$ cat src/rtl/uart_tx_serializer.sv
// rtl/uart_tx_serializer.sv - UART frame serializer with one-entry holding register
// Frames start / data (LSB first) / optional parity / stop onto a registered idle-high line.
module uart_tx_serializer #(
  parameter int CLKS_PER_BIT = 10,
  parameter int DATA_BITS    = 8
) (
  input  logic                 clk,
  input  logic                 rst,
  input  logic [DATA_BITS-1:0] tx_data,
  input  logic                 tx_valid,
  output logic                 tx_ready,
  input  logic                 parity_en,
  input  logic                 parity_odd,
  output logic                 serial_out,
  output logic                 tx_busy,
  output logic                 tx_done
);

  localparam int CW = $clog2(CLKS_PER_BIT);
  localparam int BW = $clog2(DATA_BITS + 1);
  localparam logic [CW-1:0] CLK_LAST = CW'(CLKS_PER_BIT - 1);
  localparam logic [BW-1:0] BIT_LAST = BW'(DATA_BITS - 1);

  typedef enum logic [2:0] {
    S_IDLE,
    S_START,
    S_DATA,
    S_PARITY,
    S_STOP
  } state_t;

  state_t               state;
  logic [DATA_BITS-1:0] hold_data;
  logic                 hold_full;
  logic [DATA_BITS-1:0] shift;
  logic [CW-1:0]        clk_cnt;
  logic [BW-1:0]        bit_cnt;
  logic                 par_en_q;
  logic                 par_bit;
  logic                 bit_end;
  logic                 load;

  assign bit_end  = (clk_cnt == CLK_LAST);
  assign load     = hold_full && ((state == S_IDLE) || ((state == S_STOP) && bit_end));
  assign tx_ready = ~hold_full;

  always_ff @(posedge clk) begin
    if (rst) begin
      state      <= S_IDLE;
      hold_data  <= '0;
      hold_full  <= 1'b0;
      shift      <= '0;
      clk_cnt    <= '0;
      bit_cnt    <= '0;
      par_en_q   <= 1'b0;
      par_bit    <= 1'b0;
      serial_out <= 1'b1;
      tx_busy    <= 1'b0;
      tx_done    <= 1'b0;
    end else begin
      // Line outputs are registered from the current state, so they trail it by one cycle
      case (state)
        S_START:  serial_out <= 1'b0;
        S_DATA:   serial_out <= shift[0];
        S_PARITY: serial_out <= par_bit;
        default:  serial_out <= 1'b1;
      endcase
      tx_busy <= (state != S_IDLE);
      tx_done <= (state == S_STOP) && bit_end;

      if (tx_valid && !hold_full) begin
        hold_data <= tx_data;
        hold_full <= 1'b1;
      end

      if (load) begin
        hold_full <= 1'b0;
        shift     <= hold_data;
        par_en_q  <= parity_en;
        par_bit   <= parity_odd ? ~^hold_data : ^hold_data;
      end

      if (state == S_IDLE || bit_end) clk_cnt <= '0;
      else                            clk_cnt <= clk_cnt + 1'b1;

      case (state)
        S_IDLE: begin
          if (hold_full) state <= S_START;
        end
        S_START: begin
          if (bit_end) begin
            state   <= S_DATA;
            bit_cnt <= '0;
          end
        end
        S_DATA: begin
          if (bit_end) begin
            shift <= shift >> 1;
            if (bit_cnt == BIT_LAST) state <= par_en_q ? S_PARITY : S_STOP;
            else                     bit_cnt <= bit_cnt + 1'b1;
          end
        end
        S_PARITY: begin
          if (bit_end) state <= S_STOP;
        end
        S_STOP: begin
          if (bit_end) state <= hold_full ? S_START : S_IDLE;
        end
        default: state <= S_IDLE;
      endcase
    end
  end

endmodule
$ cat config.mk
export PLATFORM = sky130hd
export DESIGN_NAME = uart_tx_serializer
export DESIGN_NICKNAME = d
export VERILOG_FILES = /design/src/rtl/uart_tx_serializer.sv
export SDC_FILE = /design/constraint.sdc
export NUM_CORES = 1
export LEC_CHECK = 0
export ABC_AREA = 1
export CAP_MARGIN = 20
export CORE_AREA = 2 2 65 67
export CTS_CLUSTER_SIZE = 25
export DETAILED_ROUTE_END_ITERATION = 10
export DIE_AREA = 0 0 67 69
export HOLD_SLACK_MARGIN = 0.06
export PLACE_DENSITY = 0.71
export SKIP_LAST_GASP = 1
export SLEW_MARGIN = 10
export SYNTH_ARGS = -nofsm -noshare
export SYNTH_HDL_FRONTEND = slang
export SYNTH_SLANG_ARGS = --single-unit
export TNS_END_PERCENT = 50
$ cat constraint.sdc
create_clock -name clk -period 2.8 [get_ports clk]
set_input_delay 0.56 -clock clk [delete_from_list [all_inputs] [get_ports clk]]
set_output_delay 0.56 -clock clk [all_outputs]
set_load 0.03 [all_outputs]
# Yosys cells after proc, flatten, opt, wreduce, memory -nomap -nowiden
# Index checks and enable logic that the tools add are counted.
dict set report totals {
  reg_bits 33
  latch_bits 0
  ram_bits 0
  romBits 0
  in_bits 13
  wordCells 60
  mem_count 0
}
dict set report classes {
  add_sub_neg 2
  n_mul 0
  div 0
  n_lt_le_gt_ge 0
  n_eq_ne 13
  shift 0
  muxes 18
  n_bitwise 1
  n_reduce_logical 15
}
# op n
set op_table {}
lappend op_table {{$mux W8} 3}
lappend op_table {{$mux W3} 7}
lappend op_table {{$pmux W3 S5} 1}
lappend op_table {{$ne A2 B2 Y1 const B} 7}
lappend op_table {{$mux W4} 3}
lappend op_table {{$add A4 B1 Y4 const B} 2}
lappend op_table {{$pmux W4 S2} 1}
lappend op_table {{$reduce_xnor A8 Y1} 1}
lappend op_table {{$reduce_xor A8 Y1} 1}
lappend op_table {{$eq A3 B2 Y1 const B} 2}
lappend op_table {{$reduce_and A6 Y1} 1}
lappend op_table {{$eq A4 B3 Y1 const B} 1}
lappend op_table {{$eq A4 B4 Y1 const B} 1}
lappend op_table {{$reduce_and A4 Y1} 1}
lappend op_table {{$reduce_or A2 Y1} 2}
lappend op_table {{$eq A3 B1 Y1 const B} 1}
lappend op_table {{$eq A3 B3 Y1 const B} 1}
lappend op_table {{$logic_and A1 B1 Y1} 3}
lappend op_table {{$logic_not A3 Y1} 1}
lappend op_table {{$pmux W1 S3} 1}
lappend op_table {{$reduce_bool A3 Y1} 1}
lappend op_table {{$logic_or A1 B1 Y1} 2}
lappend op_table {{$mux W1} 2}
lappend op_table {{$reduce_bool A2 Y1} 1}
lappend op_table {{other kinds (2)} 2}

# Logic depth before layout (Yosys ltp)
dict set report logic_depth {
  word_depth 7
  mapped_depth 12
  mapped_depth_nobuf 12
}

# Least setup slack after synthesis
# No wires, ideal clock.
dict set report synth_timing {
  path_type {reg2reg}
  from {register clk_cnt[0]}
  to {register shift[4]}
  setup_time_ns 0.122
  t_arrival_ns 1.249
  path_slack_ns 1.429
  stages_incl_launch_ff 8
  path_buffers 1
  path_cell_list {dfxtp_1 -> ha_1 -> nand3_2 -> nor2_2 -> o21ai_4 -> buf_6 -> o211ai_1 -> o21ai_1}
}
dict set report synth_between {
  elab_chain_cells 7
}
# element line
set synth_rtl {}
lappend synth_rtl {{start: declaration} 36} ;# logic [CW-1:0] clk_cnt;
lappend synth_rtl {{start signal: assignment} 84} ;# else clk_cnt <= clk_cnt + 1'b1;
lappend synth_rtl {{$eq A4 B4 Y1 (*)} 43} ;# assign bit_end = (clk_cnt == CLK_LAST);
lappend synth_rtl {{$logic_and A1 B1 Y1} 44} ;# assign load = hold_full && ((state == S_IDLE) || ((state == S_STOP) && bit_end));
lappend synth_rtl {{$logic_or A1 B1 Y1} 44}
lappend synth_rtl {{$logic_and A1 B1 Y1} 44}
lappend synth_rtl {{$mux W8} 76} ;# if (load) begin
lappend synth_rtl {{$mux W8} 97} ;# if (bit_end) begin
lappend synth_rtl {{$mux W8 (*)} 86} ;# case (state)
lappend synth_rtl {{end signal: assignment} 78} ;# shift <= hold_data;
lappend synth_rtl {{end signal: assignment} 98} ;# shift <= shift >> 1;
lappend synth_rtl {{end: declaration} 35} ;# logic [DATA_BITS-1:0] shift;
# Every way passes the cells marked *; elsewhere a longest branch is shown, timed or not.
# A chain may end at the register's enable or synchronous reset.

# Worst setup path in the final report
dict set report layout_timing {
  from {register hold_full}
  to {output port tx_ready}
}
dict set report layout_between {
  elab_chain_cells 1
}
# element line
set layout_rtl {}
lappend layout_rtl {{start: declaration} 34} ;# logic hold_full;
lappend layout_rtl {{start signal: assignment} 51} ;# hold_full <= 1'b0;
lappend layout_rtl {{start signal: assignment} 73} ;# hold_full <= 1'b1;
lappend layout_rtl {{start signal: assignment} 77} ;# hold_full <= 1'b0;
lappend layout_rtl {{$not A1 Y1} 45} ;# assign tx_ready = ~hold_full;
lappend layout_rtl {{end: declaration} 11} ;# output logic tx_ready,
# No other way between the ends.

==> flow_results.org <==
** Outcome
- The flow ran to the end, and the final reports show no timing, DRC or antenna violations.

** Setup path
- Largest driver fanout on the critical path :: 8
- Worst path arrival time :: approximately 1600 ps
- Data required time of the worst path :: about 2200 ps
- Among all stages on the critical path, the largest delay is contributed by sky130_fd_sc_hd__clkdlybuf4s50_1.
- Counting both buffers and inverters, the worst setup path holds a total of 2.
- The signal on the critical path passes through clkinv_1 -> clkdlybuf4s50_1.
- The setup path with the least slack is of type register to output pin.
- Kind of start point of the critical path :: register
- Grouping stages by cell kind, the critical path spends the most delay in buffers and inverters.
- Delay contributed by the slowest stage of the critical path :: 670 ps
- CP Capture Type :: output pin

** Global routing
- Largest net degree at the start of global routing :: 17
- Total GRT Usage :: ~14%
- Via count of the first global-routing pass :: roughly 1,200
- met2 is the most crowded layer.
- Number of antenna violations at the first check in global routing :: 0
- Global routing used 18.7% of the available met1 tracks.
- The first global-routing pass estimated a little over 5 mm of wire.
- Global routing used approximately 3.4% of the available met3 tracks.
- Global routing finished with a remaining overflow of 0.
- M2 GR Usage :: roughly 20%

** Power
- Static Leakage :: about 0.0008 µW
- Max VDD drop :: 0.424 mV
- Power spread over the standard cell area amounts to 783 mW/mm².

** Synth
- After synthesis, flip-flops and latches occupy 42.3% of the total area.
- Yosys attributes the largest share of cell area to sky130_fd_sc_hd__dfxtp_1, sky130_fd_sc_hd__nand2_1, sky130_fd_sc_hd__inv_1.
- Most frequent cell after synthesis :: sky130_fd_sc_hd__nand2_1
- Largest area contributor in the netlist :: sky130_fd_sc_hd__dfxtp_1
- Number of synthesized flops with an enable pin :: 0
- In this run the cell area of the synthesized design comes to about 0.0016 mm².
- Number of synthesized register bits :: 33
- After synthesis, the most frequently instantiated cells are sky130_fd_sc_hd__nand2_1, sky130_fd_sc_hd__dfxtp_1, sky130_fd_sc_hd__inv_1.
- In the synthesized netlist the async set-or-reset flop fraction comes to 0%.
- Top cell type's share of synthesized area :: roughly 42%
- Post-Synthesis Net Count :: 224
- In the synthesized netlist, the number of instances is ~210.
- In this run the mean area of a mapped cell was 7.51 µm².
- The number of different library cells used by synthesis comes to 31.
- For this run, the leading register cell type out of synthesis is sky130_fd_sc_hd__dfxtp_1.
- Number of warnings issued by yosys :: 0

** Die
- Count of pins on the block boundary :: 17
- Effective utilization at floorplan :: between 30 and 40%
- Row generation in the floorplan step produced 23 rows.
- Standard cell core area :: about 0.0039 mm²
- Die Area :: around 0.0046 mm²
- Die Y :: slightly below 70 µm
- DIE WIDTH :: ~67 µm

** Drt
- The first detailed-routing pass ran for 4 iterations.
- Starting DRT DRC Count :: 44
- After detailed routing, the average wire length per cell comes to around 10 µm.
- The routed design has roughly 2.8 mm of wire.
- Post-detailed-route DRC marker count :: 0
- In the routed layout, each cell is associated on average with a via count of 4.63.
- Post-route ant nets :: 0
- The detailed router placed approximately 1,300 vias in this run.

** Layout
- 0 antenna diodes ended up in the layout.
- With fillers left out, the area of the finished cells amounts to 0.00187 mm².
- At the end of the flow, the number of nets in the layout was about 240.
- Layout cells sized above 1 :: between 10% and 20%
- From synthesis to final layout, the design area changed by 19.7%.

** Timing
- Min cycle time layout :: 2130 ps
- Setup-violating endpoint count in the final report :: 0
- Derived from the worst setup path, the maximum achievable clock frequency is about 470 MHz.
- Layout Skew :: 3.90 ps
- Setup repair after global routing left no endpoint under its margin.
- The max-slew violation total from the final report was 0.
- Setup Total Neg Slack :: 0 ps
- The final count of hold timing violations came to 0.
- Tightest slew margin relative to the limit :: between 70% and 80%
- For the pin with the worst max-slew slack, the measured transition is ~430 ps.
- Of the available clock period, the critical path in the final layout requires 76.1%.

** Placed design
- The congestion estimate from routability-driven global placement came to between 0.7 and 0.8.
- Number of port buffers :: 16
- After legalization and detailed placement, the total HPWL measured roughly 2.2 mm.
- Post-placement cell area :: around 0.0018 mm²

** Clock network
- Total CTS buffers :: 5
- Sinks on Clock Net :: 33
- Counting along the longest clock path gives a buffer depth of 2.
- TritonCTS clock tree :: done
- The tree is rooted in a sky130_fd_sc_hd__clkbuf_8.
- Max H-tree Level :: 2
- After clock tree synthesis, the repair step resized 0 gates.
- The later pin in the worst-skew pair is clocked with a latency of between 200 and 300 ps.
- Postcts setup bufs :: 0
- Cts-stage hold buffer count :: 0
- After clock tree synthesis, the clock-pin slew on the worst setup and hold paths is 60 ps.

** Job
- Max-cap violations in this run came to 0.

** Worst hold path
- The min-delay analysis places its worst path in the category register to register.
-- worst register-to-register path, cell delays in order (launching register included) --
cell	delay, ps
sky130_fd_sc_hd__dfxtp_1	350
sky130_fd_sc_hd__inv_1	50
sky130_fd_sc_hd__ha_1	180
sky130_fd_sc_hd__nand3_2	150
sky130_fd_sc_hd__nor2_2	70
sky130_fd_sc_hd__o21ai_4	300
sky130_fd_sc_hd__inv_2	150
sky130_fd_sc_hd__o21ai_1	140
sky130_fd_sc_hd__inv_1	50
sky130_fd_sc_hd__nand2_1	60
sky130_fd_sc_hd__inv_1	40
-- worst paths after layout --
path	from	endpoint	slack (ps)	cells after the start
max	hold_full	tx_ready	670	2
min	clk_cnt[0]	clk_cnt[0]	460	1
max reg2reg	clk_cnt[1]	par_bit	1160	10
min reg2reg	clk_cnt[0]	clk_cnt[0]	460	1
-- layer usage --
layer / vias up / share of wire (%)
met5: - / 0
met4: 0 / 2.3
met3: 7 / 2.9
met2: 17 / 44
met1: 553 / 51
li1: 715 / -
-- registers in the layout (all words and copies together), names as in the netlist --
name        cells
shift           8
hold_full       1
par_en_q        1
state           3
par_bit         1
serial_out      1
clk_cnt         4
hold_data       8
tx_busy         1
tx_done         1
bit_cnt         4
-- layout by cell type, fill, tap and decap left out, drive strengths merged --
| master | Yosys | layout |
|---|---|---|
| nand2 | 46 | 46 |
| dfxtp | 33 | 33 |
| inv | 27 | 27 |
| nor2 | 25 | 25 |
| o21ai | 24 | 24 |
| a21oi | 17 | 17 |
| clkdlybuf4s50 | 0 | 16 |
| nand3 | 12 | 12 |
| clkbuf | 2 | 7 |
| o211ai | 4 | 4 |
| xor2 | 3 | 3 |
| ha | 3 | 3 |
| xnor2 | 2 | 2 |
| clkinv | 1 | 2 |
| a211oi | 2 | 2 |
| o22ai | 1 | 1 |
| a21o | 1 | 1 |
| o21bai | 1 | 1 |
| a2111o | 1 | 1 |
| nor3 | 1 | 1 |
| buf | 2 | 1 |
-- per-stage QoR --
stage / hold slack [ps] / std cells / util, % / setup WS [ps] / power (µW)
floorplan: 433 / 208 / - / 1430 / 981
global placement: 448 / 271 / 45.2 / 910 / 1080
detailed placement: 455 / 271 / 45.2 / 894 / 1090
CTS: 470 / 279 / 47.8 / 664 / 1480
global route: 487 / 279 / 47.8 / 606 / 1570
finish: 465 / 279 / 47.8 / 669 / 1470
-- final cells by class --
type                            instances  area, µm²
Multi-Input combinational cell        143        773
Inverter                               28        105
Sequential cell                        33        661
Clock buffer                            7       96.3
Tap cell                               50       62.6
Clock inverter                          1       5.00
Timing Repair Buffer                   17        168
Fill cell                             398       2040
-- cells by family after synthesis --
| logic type | Yosys count | synth area share, % |
|---|---|---|
| AOI/OAI and AO/OA | 51 | 19.7 |
| xor gates and xnor gates | 5 | 2.80 |
| adders and majority gates | 3 | 2.40 |
| buffers and inverters | 32 | 8.25 |
| DFF | 33 | 42.3 |
| and+or+nand+nor | 84 | 24.6 |
-- power by group --
part	switching [µW]	total, µW	internal [µW]
Combinational	277	453	175
Clock	164	386	222
Sequential	65.2	627	562
Total	507	1470	959
Power figures use the tool's default switching activity.
